**config.mk**
```make
export PLATFORM = sky130hd
export DESIGN_NAME = muldiv_unit_flat
export DESIGN_NICKNAME = d
export VERILOG_FILES = /design/src/rtl/muldiv_if.sv /design/src/rtl/muldiv_unit.sv /design/src/flat_wrapper.sv
export SDC_FILE = /design/constraint.sdc
export NUM_CORES = 1
export LEC_CHECK = 0
export CAP_MARGIN = 0
export CORE_ASPECT_RATIO = 0.8
export CORE_MARGIN = 2
export CORE_UTILIZATION = 45
export CTS_CLUSTER_DIAMETER = 80
export DETAILED_ROUTE_END_ITERATION = 16
export DONT_BUFFER_PORTS = 1
export HOLD_SLACK_MARGIN = 0.03
export SLEW_MARGIN = 30
export SYNTH_ARGS = -nofsm -noshare
export SYNTH_HDL_FRONTEND = slang
export SYNTH_SLANG_ARGS = --single-unit
```
**constraint.sdc**
```tcl
create_clock -name clk -period 4.5 [get_ports clk]
set_clock_uncertainty 0.05 [all_clocks]
set_input_delay 0.45 -clock clk [delete_from_list [all_inputs] [get_ports clk]]
set_output_delay 0.45 -clock clk [all_outputs]
set_load 0.03 [all_outputs]
```
**src/rtl/muldiv_if.sv**
```systemverilog
// Operand/result bus between the EX stage and the multiply/divide unit.
interface muldiv_if #(parameter int WIDTH = 32);
    logic             start;
    logic [1:0]       op;
    logic [WIDTH-1:0] a;
    logic [WIDTH-1:0] b;
    logic             hi_we;
    logic             lo_we;
    logic [WIDTH-1:0] wdata;
    logic             busy;
    logic             done;
    logic             dz;
    logic [WIDTH-1:0] hi;
    logic [WIDTH-1:0] lo;

    modport master (output start, op, a, b, hi_we, lo_we, wdata,
                    input  busy, done, dz, hi, lo);
    modport slave  (input  start, op, a, b, hi_we, lo_we, wdata,
                    output busy, done, dz, hi, lo);
endinterface

```
**src/rtl/muldiv_unit.sv**
```systemverilog
// Iterative MULT/MULTU/DIV/DIVU unit owning the HI/LO registers.
// Optional MULDIV_FAST_MUL_EN: single-cycle combinational multiply path.
module muldiv_unit #(
    parameter int WIDTH = 32
) (
    input  logic     clk,
    input  logic     rst,
    muldiv_if.slave  bus
);
    localparam int CW = $clog2(WIDTH + 1);

    typedef enum logic [1:0] {IDLE, RUN, FIX} state_t;
    state_t state_q, state_d;

    logic [CW-1:0]    cnt_q;
    logic [WIDTH:0]   acc_q;    // product high half / partial remainder
    logic [WIDTH-1:0] low_q;    // product low half / quotient
    logic [WIDTH-1:0] m_q;      // multiplicand / divisor magnitude
    logic [WIDTH-1:0] a_raw_q;
    logic             is_div_q, neg_lo_q, neg_hi_q, bz_q;
    logic [WIDTH-1:0] hi_q, lo_q;
    logic             done_q, dz_q;

    logic             accept, sa, sb;
    logic [WIDTH-1:0] abs_a, abs_b;
    logic [WIDTH:0]   sum, shl, diff, mul_t, nxt_acc;
    logic [WIDTH-1:0] nxt_low, res_hi, res_lo;
    logic [2*WIDTH-1:0] prod;

    assign accept = (state_q == IDLE) && bus.start;
    assign sa     = bus.a[WIDTH-1] & ~bus.op[0];
    assign sb     = bus.b[WIDTH-1] & ~bus.op[0];
    assign abs_a  = sa ? (~bus.a + 1'b1) : bus.a;
    assign abs_b  = sb ? (~bus.b + 1'b1) : bus.b;

`ifdef MULDIV_FAST_MUL_EN
    logic [2*WIDTH-1:0] ext_a, ext_b, fprod;
    // Sign/zero extension to 2*WIDTH makes one truncated product serve both MULT and MULTU.
    assign ext_a = {{WIDTH{sa}}, bus.a};
    assign ext_b = {{WIDTH{sb}}, bus.b};
    assign fprod = ext_a * ext_b;
`endif

    always_ff @(posedge clk) begin
        if (rst) state_q <= IDLE;
        else     state_q <= state_d;
    end

    always_comb begin
        state_d = state_q;
        case (state_q)
            IDLE: if (bus.start) begin
`ifdef MULDIV_FAST_MUL_EN
                state_d = bus.op[1] ? RUN : FIX;
`else
                state_d = RUN;
`endif
            end
            RUN:  if (cnt_q == CW'(WIDTH)) state_d = FIX;
            FIX:  state_d = IDLE;
            default: state_d = IDLE;
        endcase
    end

    // One shift-add (multiply) or restoring subtract (divide) step.
    always_comb begin
        sum   = {1'b0, acc_q[WIDTH-1:0]} + {1'b0, m_q};
        shl   = {acc_q[WIDTH-1:0], low_q[WIDTH-1]};
        diff  = shl - {1'b0, m_q};
        mul_t = low_q[0] ? sum : acc_q;
        if (is_div_q) begin
            nxt_acc = diff[WIDTH] ? shl : diff;
            nxt_low = {low_q[WIDTH-2:0], ~diff[WIDTH]};
        end else begin
            nxt_acc = {1'b0, mul_t[WIDTH:1]};
            nxt_low = {mul_t[0], low_q[WIDTH-1:1]};
        end
    end

    always_comb begin
        prod = {acc_q[WIDTH-1:0], low_q};
        if (neg_lo_q) prod = ~prod + 1'b1;
        if (!is_div_q) begin
            res_hi = prod[2*WIDTH-1:WIDTH];
            res_lo = prod[WIDTH-1:0];
        end else if (bz_q) begin
            res_hi = a_raw_q;
            res_lo = '1;
        end else begin
            res_hi = neg_hi_q ? (~acc_q[WIDTH-1:0] + 1'b1) : acc_q[WIDTH-1:0];
            res_lo = neg_lo_q ? (~low_q + 1'b1) : low_q;
        end
    end

    always_ff @(posedge clk) begin
        if (rst) begin
            cnt_q    <= '0;
            acc_q    <= '0;
            low_q    <= '0;
            m_q      <= '0;
            a_raw_q  <= '0;
            is_div_q <= 1'b0;
            neg_lo_q <= 1'b0;
            neg_hi_q <= 1'b0;
            bz_q     <= 1'b0;
            hi_q     <= '0;
            lo_q     <= '0;
            done_q   <= 1'b0;
            dz_q     <= 1'b0;
        end else begin
            done_q <= 1'b0;
            case (state_q)
                IDLE: begin
                    if (bus.hi_we) hi_q <= bus.wdata;
                    if (bus.lo_we) lo_q <= bus.wdata;
                    if (accept) begin
                        cnt_q    <= '0;
                        dz_q     <= 1'b0;
                        acc_q    <= '0;
                        is_div_q <= bus.op[1];
                        a_raw_q  <= bus.a;
                        bz_q     <= bus.op[1] && (bus.b == '0);
                        neg_lo_q <= sa ^ sb;
                        neg_hi_q <= sa;
                        m_q      <= bus.op[1] ? abs_b : abs_a;
                        low_q    <= bus.op[1] ? abs_a : abs_b;
`ifdef MULDIV_FAST_MUL_EN
                        if (!bus.op[1]) begin
                            acc_q    <= {1'b0, fprod[2*WIDTH-1:WIDTH]};
                            low_q    <= fprod[WIDTH-1:0];
                            neg_lo_q <= 1'b0;
                        end
`endif
                    end
                end
                RUN: if (cnt_q != CW'(WIDTH)) begin
                    acc_q <= nxt_acc;
                    low_q <= nxt_low;
                    cnt_q <= cnt_q + 1'b1;
                end
                FIX: begin
                    hi_q   <= res_hi;
                    lo_q   <= res_lo;
                    dz_q   <= bz_q;
                    done_q <= 1'b1;
                end
                default: ;
            endcase
        end
    end

    assign bus.busy = (state_q != IDLE);
    assign bus.done = done_q;
    assign bus.dz   = dz_q;
    assign bus.hi   = hi_q;
    assign bus.lo   = lo_q;
endmodule

```
**src/flat_wrapper.sv**
```systemverilog
// flat-port wrapper written by rule: the top's interface ports become plain ports
module muldiv_unit_flat 
#(
    parameter int WIDTH = 32
)
  (clk, rst, bus_start, bus_op, bus_a, bus_b, bus_hi_we, bus_lo_we, bus_wdata, bus_busy, bus_done, bus_dz, bus_hi, bus_lo);
  muldiv_if #(.WIDTH(WIDTH)) bus_i ();
  input  logic clk;
  input  logic rst;
  input wire logic [$bits(bus_i.start)-1:0] bus_start;
  input wire logic [$bits(bus_i.op)-1:0] bus_op;
  input wire logic [$bits(bus_i.a)-1:0] bus_a;
  input wire logic [$bits(bus_i.b)-1:0] bus_b;
  input wire logic [$bits(bus_i.hi_we)-1:0] bus_hi_we;
  input wire logic [$bits(bus_i.lo_we)-1:0] bus_lo_we;
  input wire logic [$bits(bus_i.wdata)-1:0] bus_wdata;
  output wire logic [$bits(bus_i.busy)-1:0] bus_busy;
  output wire logic [$bits(bus_i.done)-1:0] bus_done;
  output wire logic [$bits(bus_i.dz)-1:0] bus_dz;
  output wire logic [$bits(bus_i.hi)-1:0] bus_hi;
  output wire logic [$bits(bus_i.lo)-1:0] bus_lo;
  assign bus_i.start = bus_start;
  assign bus_i.op = bus_op;
  assign bus_i.a = bus_a;
  assign bus_i.b = bus_b;
  assign bus_i.hi_we = bus_hi_we;
  assign bus_i.lo_we = bus_lo_we;
  assign bus_i.wdata = bus_wdata;
  assign bus_busy = bus_i.busy;
  assign bus_done = bus_i.done;
  assign bus_dz = bus_i.dz;
  assign bus_hi = bus_i.hi;
  assign bus_lo = bus_i.lo;
  muldiv_unit #(.WIDTH(WIDTH)) u_core (.clk(clk), .rst(rst), .bus(bus_i));
endmodule
```
==> results_dict.tcl <==
set metrics [dict create \
    fillCellCount 3898 \
    syn-mean-instance-area_sq_um 7.177 \
    synth-seq-cells 207 \
    seq_area_frac_synth_pct 24.07 \
    slew_violations 0 \
    grt_overflow_total 0 \
    final_cell_mix "325 x nand2_1, 259 x a21oi_1, 204 x dfxtp_1" \
    clk_pin_slew_ps 70 \
    finalNetCount 2518 \
    htree_levels 1 \
    synth_flop_cell "dfxtp_1" \
    grt_max_degree 162 \
    irDropWorstVdd_uv 293.7 \
    synthCells 2399 \
    portBuffers 0 \
    coreArea_sq_mm 0.03796 \
    drt_wl_total_mm 74.08 \
    grt_pass1_wl_mm 107.7 \
    die_area_sq_mm 0.03985 \
    drt_iter0_markers 2284 \
    placed_cell_area_sq_mm 0.01773 \
    avgViaCountPerCell 6.515 \
    area_growth_pct 9.854 \
    fmax_mhz 238.3 \
    p_leak_nw 7.185 \
    period_share_pct 93.25 \
    firstDrtPassIters 7 \
    cts_made_buffers 25 \
    worstSetupPathType "reg -> reg" \
    grt_antenna_before_repair 1 \
    final_common_cell "nand2_1" \
    status "finished clean" \
    fin_crit_ps 4196 \
    holdWs_ps 42.74 \
    dr_total_vias 18600 \
    rsz0062_at_grt "no" \
    yosysUniqueCellTypes 77 \
    antenna_cells 0 \
    power_mw 6.380 \
    clkLatencyLatePin_ps 570 \
    wl_per_cell_um 25.95 \
    start_util_pct 45.36 \
    dp_hpwl_mm 55.76 \
    path_max_fanout 12 \
    clockBufferDepth 3 \
    place_congestion 0.9865 \
    hold_viol_final 0 \
    syn-cell-area_sq_mm 0.01722 \
    fin_tns_setup_ps 0 \
    io-pin-count 170 \
    post-route-drc-count 0 \
    maxSlewHeadroom_pct 33.75 \
    post_cts_buffers 0 \
    cts_root_buf "clkbuf_16" \
    cts_tree "built" \
    syn-num-nets 2576 \
    cts_sinks 207 \
    die_w_um 222.7 \
    setup_viol 0 \
    worstPathRequired_ps 4870 \
    layout-drive-gt1-share_pct 7.924 \
    rows 64 \
    power_density_mw_per_mm2 337.3 \
    postRouteAntennaNets 0 \
    max_cap_viol_count 0 \
    cp.arrival_ps 4560 \
    final_area_sq_mm 0.01891 \
    grt_usage_pct 35.72 \
    tightest_slew_ps 993.8 \
    async_flop_share_pct 0 \
    grt_pass1_vias 16350 \
    worstSetupEndpointType "register" \
    synth_edf_count 0 \
    worst_setup_path_start_kind "register" \
    worstHoldPathType "in -> reg" \
    die_y_um 179.0 \
    ys_warn_count 0 \
]
[kinds of logic (layout without fill, tap and decap cells)]
group | after synthesis | in the layout | synth area share (%)
AO/OA/AOI/OAI | 764 | 764 | 28.43
XOR/XNOR | 193 | 193 | 9.818
adder cells (fa/ha/maj) | 74 | 74 | 5.465
buffers and inverters | 268 | 229 | 5.996
flip-flops | 207 | 207 | 24.07
multiplexers | 72 | 72 | 4.288
AND/OR/NAND/NOR | 821 | 821 | 21.93
[synth_stat cells (33+ instances only)]
library cell,n,area [sq um]
inv_1,72,270.3
xor2_1,79,691.9
ha_1,72,900.9
nor2_1,205,769.5
dfxtp_1,207,4144
a211oi_1,49,367.9
nand2_1,327,1227
o21ai_0,141,705.7
a21o_1,33,247.7
xnor2_1,114,998.5
a21oi_1,259,1296
mux2i_1,58,580.6
nor3_1,65,325.3
o211ai_1,46,345.3
nand3_1,38,190.2
o221ai_1,43,376.6
clkbuf_1,162,608.1
[what timing repair did]
item,4_1_cts,5_1_grt
endpoints found under the setup margin,0,9
endpoints found under the hold margin,161,0
resized for setup,0,2
hold buffers,30,0
[state kept, by name, indices dropped and copies added, names as in the netlist]
register,flops
u_core.neg_lo_q,1
u_core.neg_hi_q,1
u_core.bus.lo,32
u_core.low_q,32
u_core.bz_q,1
u_core.state_q,2
u_core.a_raw_q,32
u_core.is_div_q,1
u_core.m_q,32
u_core.cnt_q,6
u_core.bus.hi,32
u_core.acc_q,33
u_core.bus.done,1
u_core.bus.dz,1
[routing by layer]
metal	vias to the layer above	part of all wire [%]	GRT usage (%)
met4	0	2.8	9.340
li1	8517	-	-
met1	8824	44	53.16
met5	-	0	0
met2	1152	39	48.87
met3	108	14	10.95
[critical path, cell delays in order (launching register included)]
cell,delay [ps]
dfxtp_1,340
inv_1,60
ha_1,200
fa_1,420
nand2b_1,200
a21oi_1,200
o41ai_1,110
buf_4,170
o41ai_1,240
nor2_1,130
o221ai_1,280
a21oi_1,120
o21ai_1,210
ha_2,400
buf_4,210
o21ai_0,140
nand2_1,70
a21oi_1,170
nand2_1,70
mux2i_1,170
nor4_1,80
[layout make-up]
class	count	area [sq um]	share of cell area (%)
multi-input cells	1924	12080	63.87
flip-flops and latches	207	4150	21.94
repair buffers	110	930.9	4.922
clock buffers	29	670.6	3.546
well taps	495	619.3	3.275
inverters	73	274.0	1.449
clock inverters	17	188.9	0.9989
[report_power, final]
group | internal, mW | leakage (nW) | switching, mW
combinational | 0.734 | 5.07 | 1.25
sequential | 1.96 | 1.70 | 0.261
clock | 1.25 | 0.411 | 0.928
total | 3.95 | 7.18 | 2.43
[per-stage QoR]
stage	utilization, %	instances	setup slack, ps
2_1_floorplan	-	2399	546.1
3_3_place_gp	46.70	2779	382.7
3_5_place_dp	46.71	2779	270.5
4_1_cts	49.82	2855	203.9
5_1_grt	49.83	2855	40.03
6_report	49.83	2855	303.9
[worst paths after layout]
path	slack (ps)	to	from	cells past startpoint
worst max register to register	300	u_core.acc_q[29]$_SDFFE_PP0P_	u_core.low_q[31]$_SDFFE_PP0P_	20
worst min register to register	410	u_core.a_raw_q[4]$_SDFFE_PP0P_	u_core.a_raw_q[4]$_SDFFE_PP0P_	2
worst min-delay path	40	u_core.a_raw_q[18]$_SDFFE_PP0P_	bus_a[18]	2
worst max-delay path	300	u_core.acc_q[29]$_SDFFE_PP0P_	u_core.low_q[31]$_SDFFE_PP0P_	20
Power figures use the tool's default switching activity.
